==> src/rtl/qqspi_target.sv <==
// qqspi_target
//   Serial memory target for a single/quad SPI-style link that runs on the
//   same clock as its initiator. The target decodes a command byte (single
//   write 0x02, single read 0x03, quad write 0x38, quad read 0xEB), takes a
//   24-bit byte address and then streams bytes to or from a 32-bit word
//   memory until it is deselected.
//
// Parameters
//   CEN_NPOL  : 1 -> cen active-high, 0 -> cen active-low
//   CHIP_ID   : cs value this target answers to
//
// Ports
//   clk, resetn          : clock and synchronous active-low reset
//   cen, sclk, cs        : chip enable, serial clock, chip select (from initiator)
//   sio*_i / sio*_o      : serial data lanes in / out
//   sio_oe               : per-lane output enable (bit i -> sio i)
//   mem_addr             : word address into the backing memory
//   mem_rdata            : combinational read data for mem_addr
//   mem_wdata, mem_wmask : write data (byte replicated) and one-hot byte mask
//   mem_we               : single-clk write strobe per completed byte
//   active               : a valid command is in progress
module qqspi_target #(
  parameter logic       CEN_NPOL = 1'b0,
  parameter logic [1:0] CHIP_ID  = 2'b00
) (
  input  logic        clk,
  input  logic        resetn,
  input  logic        cen,
  input  logic        sclk,
  input  logic [1:0]  cs,
  input  logic        sio0_si_mosi_i,
  input  logic        sio1_so_miso_i,
  input  logic        sio2_i,
  input  logic        sio3_i,
  output logic        sio0_si_mosi_o,
  output logic        sio1_so_miso_o,
  output logic        sio2_o,
  output logic        sio3_o,
  output logic [3:0]  sio_oe,
  output logic [21:0] mem_addr,
  input  logic [31:0] mem_rdata,
  output logic [31:0] mem_wdata,
  output logic [3:0]  mem_wmask,
  output logic        mem_we,
  output logic        active
);

  typedef enum logic [2:0] {
    IDLE,
    CMD,
    ADDR,
    DUMMY,
    RD_LOAD,
    RD_DATA,
    WR_DATA,
    IGNORE
  } state_t;

  state_t      state_q, state_d;
  logic        sclk_q;
  logic        armed_q, armed_d;
  logic [23:0] ptr_q, ptr_d;
  logic [22:0] sr_q, sr_d;
  logic [7:0]  out_sr_q, out_sr_d;
  logic [4:0]  cnt_q, cnt_d;
  logic        quad_q, quad_d;
  logic        wr_q, wr_d;

  logic        selected;
  logic        rise;
  logic [3:0]  nib;
  logic [7:0]  cmd_byte;
  logic [23:0] addr_next;
  logic [7:0]  wr_byte;
  logic [7:0]  rd_byte;
  logic        byte_last;

  assign selected  = ((cen ^ CEN_NPOL) == 1'b0) && (cs == CHIP_ID);
  assign rise      = sclk & ~sclk_q;
  assign nib       = {sio3_i, sio2_i, sio1_so_miso_i, sio0_si_mosi_i};
  assign cmd_byte  = {sr_q[6:0], sio0_si_mosi_i};
  assign addr_next = quad_q ? {sr_q[19:0], nib} : {sr_q[22:0], sio0_si_mosi_i};
  assign wr_byte   = quad_q ? {sr_q[3:0], nib} : {sr_q[6:0], sio0_si_mosi_i};
  assign byte_last = quad_q ? (cnt_q == 5'd1) : (cnt_q == 5'd7);
  assign mem_addr  = ptr_q[23:2];

  // Byte lane 0 is the most significant byte of the memory word.
  always_comb begin
    rd_byte = mem_rdata[31:24];
    case (ptr_q[1:0])
      2'd0:    rd_byte = mem_rdata[31:24];
      2'd1:    rd_byte = mem_rdata[23:16];
      2'd2:    rd_byte = mem_rdata[15:8];
      default: rd_byte = mem_rdata[7:0];
    endcase
  end

  always_ff @(posedge clk) begin
    if (!resetn) begin
      state_q  <= IDLE;
      sclk_q   <= 1'b0;
      armed_q  <= 1'b0;
      ptr_q    <= '0;
      sr_q     <= '0;
      out_sr_q <= '0;
      cnt_q    <= '0;
      quad_q   <= 1'b0;
      wr_q     <= 1'b0;
    end else begin
      state_q  <= state_d;
      sclk_q   <= sclk;
      armed_q  <= armed_d;
      ptr_q    <= ptr_d;
      sr_q     <= sr_d;
      out_sr_q <= out_sr_d;
      cnt_q    <= cnt_d;
      quad_q   <= quad_d;
      wr_q     <= wr_d;
    end
  end

  // armed_q only becomes set once a deselect has been seen, so a target that
  // comes out of reset while already selected ignores that stale transfer.
  always_comb begin
    state_d   = state_q;
    ptr_d     = ptr_q;
    sr_d      = sr_q;
    out_sr_d  = out_sr_q;
    cnt_d     = cnt_q;
    quad_d    = quad_q;
    wr_d      = wr_q;
    armed_d   = armed_q | ~selected;
    mem_we    = 1'b0;
    mem_wdata = '0;
    mem_wmask = '0;

    if (!selected) begin
      state_d = IDLE;
      cnt_d   = '0;
      sr_d    = '0;
    end else begin
      case (state_q)
        IDLE: begin
          if (armed_q) begin
            state_d = CMD;
            cnt_d   = '0;
            sr_d    = '0;
          end
        end

        CMD: begin
          if (rise) begin
            sr_d  = {sr_q[21:0], sio0_si_mosi_i};
            cnt_d = cnt_q + 5'd1;
            if (cnt_q == 5'd7) begin
              cnt_d = '0;
              sr_d  = '0;
              case (cmd_byte)
                8'h02: begin state_d = ADDR; wr_d = 1'b1; quad_d = 1'b0; end
                8'h03: begin state_d = ADDR; wr_d = 1'b0; quad_d = 1'b0; end
                8'h38: begin state_d = ADDR; wr_d = 1'b1; quad_d = 1'b1; end
                8'hEB: begin state_d = ADDR; wr_d = 1'b0; quad_d = 1'b1; end
                default: state_d = IGNORE;
              endcase
            end
          end
        end

        ADDR: begin
          if (rise) begin
            sr_d  = addr_next[22:0];
            cnt_d = cnt_q + 5'd1;
            if (quad_q ? (cnt_q == 5'd5) : (cnt_q == 5'd23)) begin
              ptr_d = addr_next;
              cnt_d = '0;
              sr_d  = '0;
              if (wr_q)        state_d = WR_DATA;
              else if (quad_q) state_d = DUMMY;
              else             state_d = RD_LOAD;
            end
          end
        end

        DUMMY: begin
          if (rise) begin
            cnt_d = cnt_q + 5'd1;
            if (cnt_q == 5'd5) begin
              out_sr_d = rd_byte;
              ptr_d    = ptr_q + 24'd1;
              cnt_d    = '0;
              state_d  = RD_DATA;
            end
          end
        end

        RD_LOAD: begin
          out_sr_d = rd_byte;
          ptr_d    = ptr_q + 24'd1;
          cnt_d    = '0;
          state_d  = RD_DATA;
        end

        // The completing rise reloads the shifter in the same clk so the
        // next byte's MSB is already on the lane before the following rise.
        RD_DATA: begin
          if (rise) begin
            cnt_d    = cnt_q + 5'd1;
            out_sr_d = quad_q ? {out_sr_q[3:0], 4'h0} : {out_sr_q[6:0], 1'b0};
            if (byte_last) begin
              cnt_d    = '0;
              out_sr_d = rd_byte;
              ptr_d    = ptr_q + 24'd1;
            end
          end
        end

        WR_DATA: begin
          if (rise) begin
            cnt_d = cnt_q + 5'd1;
            sr_d  = {15'd0, wr_byte};
            if (byte_last) begin
              cnt_d     = '0;
              sr_d      = '0;
              ptr_d     = ptr_q + 24'd1;
              mem_we    = resetn;
              mem_wdata = {4{wr_byte}};
              mem_wmask = 4'b1000 >> ptr_q[1:0];
            end
          end
        end

        IGNORE: begin
          state_d = IGNORE;
        end

        default: state_d = IDLE;
      endcase
    end
  end

  // Lanes are only driven while selected and streaming read data.
  always_comb begin
    sio0_si_mosi_o = 1'b0;
    sio1_so_miso_o = 1'b0;
    sio2_o         = 1'b0;
    sio3_o         = 1'b0;
    sio_oe         = 4'b0000;
    active         = 1'b0;
    if (selected) begin
      if (state_q inside {ADDR, DUMMY, RD_LOAD, RD_DATA, WR_DATA}) begin
        active = 1'b1;
      end
      if (state_q == RD_DATA) begin
        if (quad_q) begin
          {sio3_o, sio2_o, sio1_so_miso_o, sio0_si_mosi_o} = out_sr_q[7:4];
          sio_oe = 4'b1111;
        end else begin
          sio1_so_miso_o = out_sr_q[7];
          sio_oe         = 4'b0010;
        end
      end
    end
  end

endmodule

==> config.mk <==
export PLATFORM = sky130hd
export DESIGN_NAME = qqspi_target
export DESIGN_NICKNAME = d
export VERILOG_FILES = /design/src/rtl/qqspi_target.sv
export SDC_FILE = /design/constraint.sdc
export NUM_CORES = 1
export LEC_CHECK = 0
export CAP_MARGIN = 15
export CORE_MARGIN = 4
export CORE_UTILIZATION = 40
export CTS_BUF_LIST = sky130_fd_sc_hd__clkbuf_8
export DETAILED_ROUTE_END_ITERATION = 10
export PLACE_DENSITY_LB_ADDON = 0.15
export SETUP_SLACK_MARGIN = 0.15
export SKIP_CTS_REPAIR_TIMING = 1
export SYNTH_ARGS = -nofsm -noshare
export SYNTH_HDL_FRONTEND = slang
export SYNTH_SLANG_ARGS = --single-unit
export TNS_END_PERCENT = 1
==> constraint.sdc <==
create_clock -name clk -period 3.1 [get_ports clk]
set_input_delay 0.62 -clock clk [delete_from_list [all_inputs] [get_ports clk]]
set_output_delay 0.62 -clock clk [all_outputs]
set_load 0.05 [all_outputs]
# After elaboration in Yosys (flattened, before gate mapping)
# Cells that the tools add are included.
[totals]
romBits = 0
latch_bits = 0
register_bits = 67
n_memories = 0
mem_bits_rw = 0
[op_classes]
shift = 1
n_bitwise = 5
eq_ne = 28
n_lt_le_gt_ge = 0
n_reduce_logical = 26
n_mul = 0
div = 0
muxes = 78
add_sub_neg = 2
[op_table]
columns = ["cell", "count"]
rows = [
  ["2-to-1 mux 24 bit", 7],
  ["2-to-1 mux 23 bit", 6],
  ["2-to-1 mux 32 bit", 4],
  ["case mux 24 bit (4 select lines)", 1],
  ["case mux 23 bit (4 select lines)", 1],
  ["2-to-1 mux 8 bit", 7],
  ["case mux 8 bit (3 select lines)", 2],
  ["2-to-1 mux 5 bit", 9],
  ["2-to-1 mux 3 bit", 10],
  ["case mux 5 bit (6 select lines)", 1],
  ["2-to-1 mux 4 bit", 7],
  ["adder 24 x 1 -> 24 bit (second input constant)", 1],
  ["2-to-1 mux 1 bit", 20],
  ["AND reduction 5 bit", 4],
  ["inequality test 2 bit (second input constant)", 9],
  ["case mux 3 bit (6 select lines)", 1],
  ["== test 8 x 2 -> 1 bit (second input constant)", 2],
  ["AND reduction 8 bit", 2],
  ["== test 3 bit (second input constant)", 4],
  ["nonzero test 6 bit", 2],
  ["== test 5 x 3 -> 1 bit (second input constant)", 2],
  ["OR reduction 2 bit", 5],
  ["== test 8 x 6 -> 1 bit (second input constant)", 1],
  ["== test 8 bit (second input constant)", 1],
  ["other kinds (23)", 31],
]

# Longest topological paths before layout
# Gate-level depths: netlist of the first run.
[logic_depth]
word_depth = 6
depth_mapped = 8
ltp_nobuf = 7

# Least setup slack after synthesis of the first run
# OpenSTA, ideal clock, no wires.
[synth_path]
kind = "input to output"
startpoint = "input cs[1]"
endpoint = "output sio_oe[2]"
stages = 4
slack_ps = -245
t_required_ps = 2480
arrival_time_ps = 2725
n_path_buf = 1
cell_sequence = "or3_1 nor2_1 and2_1 buf_4"
[synth_via]
elab_chain_cells = 3
[synth_rtl]
columns = ["element", "line", "rtl"]
rows = [
  ["from (decl)", "30", "input logic [1:0] cs,"],
  ["logical NOT 2 bit", "78", "assign selected = ((cen ^ CEN_NPOL) == 1'b0) && (cs == CHIP_ID);"],
  ["logical AND 1 bit", "78", ""],
  ["2-to-1 mux 4 bit", "249", "if (selected) begin"],
  ["to (decl)", "39", "output logic [3:0] sio_oe,"],
]
# No other way between the ends.

# Final worst setup path of the first run
[layout_path]
startpoint = "input sclk"
endpoint = "output mem_wdata[6]"
[layout_via]
elab_chain_cells = 4
[layout_rtl]
columns = ["element", "line", "rtl"]
rows = [
  ["from (decl)", "29", "input logic sclk,"],
  ["AND 1 bit", "79", "assign rise = sclk & ~sclk_q;"],
  ["2-to-1 mux 32 bit", "218", "if (rise) begin"],
  ["2-to-1 mux 32 bit", "142", "case (state_q)"],
  ["2-to-1 mux 32 bit", "137", "if (!selected) begin"],
  ["to (decl)", "42", "output logic [31:0] mem_wdata,"],
]
# No other way between the ends.

==> results.cfg, run 1 <==
[status]
status = finished, final reports clean

[setup_path]
r2r_cells = 9
r2r_start = cnt_q[1]
path_cells = clkdlybuf4s50_1 -> nor2b_4 -> nand2_2 -> or3_4 -> buf_12 -> nor2_4 -> buf_12 -> buf_12
crit_path_frequent_cell = buf_12
startpoint_type = primary input
crit_path_end_kind = output pin
critPathLaunch = sclk
arrival_ns = 2.31
cpMaxStageDelayCell = clkdlybuf4s50_1
worstSetupPathType = primary input to output pin
ff2ff_setup_slack_ns = 0.74
path_max_fanout = 8
worst_path_largest_cell_delay_ns = 0.50
required_ns = 2.48
r2r_end = cnt_q[2]

[clock_network]
cts_tree = built
htree_levels = 3
clk_latency_ns = 0.35
clockRootBuffer = clkbuf_8
clockBufferDepth = 2
cts.sinks = 67
cts.clk_slew.worst_paths_ns = 0.07
numCtsBuffers = 9

[synth]
avgSynthCellArea_um2 = 7.80
synth_edf_count = 0
yosys_most_used_dff = dfxtp_1
yosysSeqAreaShare = 0.264
synth_fp_nets = 700
synth_area_um2 = 5090
yosys.cell_types.count = 68
yosys_warnings = 0
async_reset_ff_frac = 0
synth_cells = 652
synth-seq-cells = 67

[detailed_routing]
drtIter0Drc = 652
detail_route.wl_per_cell_um = 18.1
route.met3.wl_um = 1300
dr_wl_met2_um = 7270
drtAntennaViolNets = 0
top_layer = met4
wl_met1_um = 7180
wl_um = 15900
vias = 5338
drc = 0
dr.pass1.iters = 7
vias_per_cell = 6.07

[hold_path]
min-delay-start = out_sr_q[0]
worst_hold_path_type = register to register
whs_path_depth = 2
min_to = out_sr_q[0]

[place]
gp_congestion = 0.878
port_buffers = 109
dp_hpwl_um = 11700
placed_cell_area_um2 = 6670

[pwr]
total_power_mw = 1.60
power_density_nw_per_um2 = 230
p_leak_nw = 2.33
peakVddDrop_mv = 0.195

[floorplan]
dieHeight_um = 121
rows = 40
dieArea_um2 = 14600
core_um2 = 12200
chipWidth_um = 121
pin_count = 110
start_util = 0.417

[sta]
setup_tns_ns = 0
drv_slew = 0
finalCritPeriodShare = 0.946
max_slew_margin = 0.531
worst_pin_slew_ns = 0.697
setup_viol_count_final = 0
layout_min_cycle_time_ns = 2.93
grt_setup_unrepaired = yes
final_hold_viol_count = 0
max_freq_mhz = 341
skew_ns = 0.0136

[final_layout]
final_common_cell = dfxtp_1
fin_util = 0.571
fin_area_um2 = 6970
layout-drive-gt1-share = 0.205
nets = 757
synthToLayoutAreaGrowth_pct = 37.0
final_cell_mix = dfxtp_1 (63), nor2_1 (62), clkdlybuf4s50_1 (61)
num_antenna_cells = 0

[grt]
grt-ovfl-total = 0
grt_pass1_wl_um = 26000
grt_max_degree = 40
antenna_found_initial = 0
gr-usage-all-layers = 0.216
grt_pass1_vias = 4927

[run]
cap_violations = 0
-- logic make-up after synthesis --
logic type / synth area share
AND/OR/NAND/NOR: 0.258
buffers and inverters: 0.128
adder cells (fa/ha/maj): 0.0148
AO/OA/AOI/OAI: 0.266
XOR/XNOR: 0.00344
flip-flops: 0.264
multiplexers: 0.0652
-- worst max-delay path by stage --
stage | endpoint | slack (ns)
2_1_floorplan | mem_wdata[17] | -0.008
6_report | mem_wdata[6] | 0.17
3_3_place_gp | mem_wdata[8] | -0.009
5_1_grt | mem_wdata[28] | 0.1
3_5_place_dp | mem_wdata[16] | -0.04
4_1_cts | mem_wdata[25] | -0.09
-- routing by layer --
| metal | GRT usage | up-vias |
|---|---|---|
| li1 | - | 2540 |
| met1 | 0.306 | 2539 |
| met2 | 0.335 | 243 |
| met3 | 0.0444 | 16 |
| met4 | 0.0567 | 0 |
| met5 | 0 | - |
-- stage by stage --
| stage | setup slack, ns | hold WS [ns] | cells |
|---|---|---|---|
| 6_report | 0.169 | 0.496 | 880 |
| 3_5_place_dp | -0.0372 | 0.476 | 863 |
| 4_1_cts | -0.0891 | 0.492 | 877 |
| 3_3_place_gp | -0.00876 | 0.469 | 863 |
| 2_1_floorplan | -0.00774 | 0.453 | 652 |
| 5_1_grt | 0.0959 | 0.516 | 880 |
-- area by class of cell --
cell class / count / area [um^2]
Tap cell: 168 / 210
Sequential cell: 67 / 1350
Inverter: 12 / 45.0
Clock buffer: 9 / 124
Timing Repair Buffer: 151 / 1990
Multi-Input combinational cell: 468 / 3220
Fill cell: 1116 / 5240
Clock inverter: 5 / 23.8
-- sequential cells by signal, summed over array words and instances (netlist names) --
name      count
sclk_q        1
state_q       3
sr_q         23
quad_q        1
out_sr_q      8
ptr_q        24
armed_q       1
wr_q          1
cnt_q         5
-- Yosys cell counts (4+ instances only) --
cell,n,area share
ha_1,6,0.015
a211oi_1,8,0.012
a211o_1,4,0.0069
nor3b_1,6,0.0089
dfxtp_1,67,0.26
nand2b_1,6,0.0074
o21ai_0,20,0.020
nor3_1,21,0.021
or3_1,4,0.0049
a211oi_2,5,0.012
nand2_1,41,0.030
a21oi_1,24,0.024
clkbuf_1,38,0.028
o22ai_1,7,0.0086
o211ai_1,5,0.0074
a221o_1,9,0.018
inv_1,9,0.0066
o32ai_1,13,0.022
and3_1,9,0.011
o31ai_1,12,0.018
a22oi_1,9,0.013
nand4_1,5,0.0061
a31oi_1,15,0.018
nor4_1,21,0.026
nand3b_1,4,0.0059
nor2b_1,9,0.011
nor2_1,70,0.052
buf_1,4,0.0030
or3b_2,4,0.0069
buf_4,49,0.072
a41oi_1,5,0.0086
buf_2,11,0.011
mux2i_1,32,0.063
nand3_1,23,0.023
and2_1,12,0.015
a222oi_1,12,0.024
o221a_2,5,0.011
-- critical path: cells and delay by family --
family | cells | cell delay (ns)
buffers and inverters | 4 | 0.92
and+or+nand+nor | 4 | 0.76
-- where the power goes --
| group | leakage [nW] | internal [mW] | switching [mW] |
|---|---|---|---|
| logic | 1.71 | 0.0689 | 0.0593 |
| registers | 0.543 | 0.860 | 0.00158 |
| clock network | 0.0857 | 0.273 | 0.337 |
(Power assumes the default switching activity.)
==> run 2, diff against run 1 <==
--- a/config.mk
+++ b/config.mk
@@ -9,6 +9,7 @@
 export CORE_MARGIN = 4
 export CORE_UTILIZATION = 40
 export CTS_BUF_LIST = sky130_fd_sc_hd__clkbuf_8
+export CTS_CLUSTER_DIAMETER = 100
 export DETAILED_ROUTE_END_ITERATION = 10
 export PLACE_DENSITY_LB_ADDON = 0.15
 export SETUP_SLACK_MARGIN = 0.15
==> results of run 2 <==
No change in the layout: final DEF, timing and power equal those of run 1.
==> run 3, diff against run 2 <==
--- a/config.mk
+++ b/config.mk
@@ -5,7 +5,6 @@
 export SDC_FILE = /design/constraint.sdc
 export NUM_CORES = 1
 export LEC_CHECK = 0
-export CAP_MARGIN = 15
 export CORE_MARGIN = 4
 export CORE_UTILIZATION = 40
 export CTS_BUF_LIST = sky130_fd_sc_hd__clkbuf_8
==> results of run 3 <==
No change in the layout: final DEF, timing and power equal those of run 1.
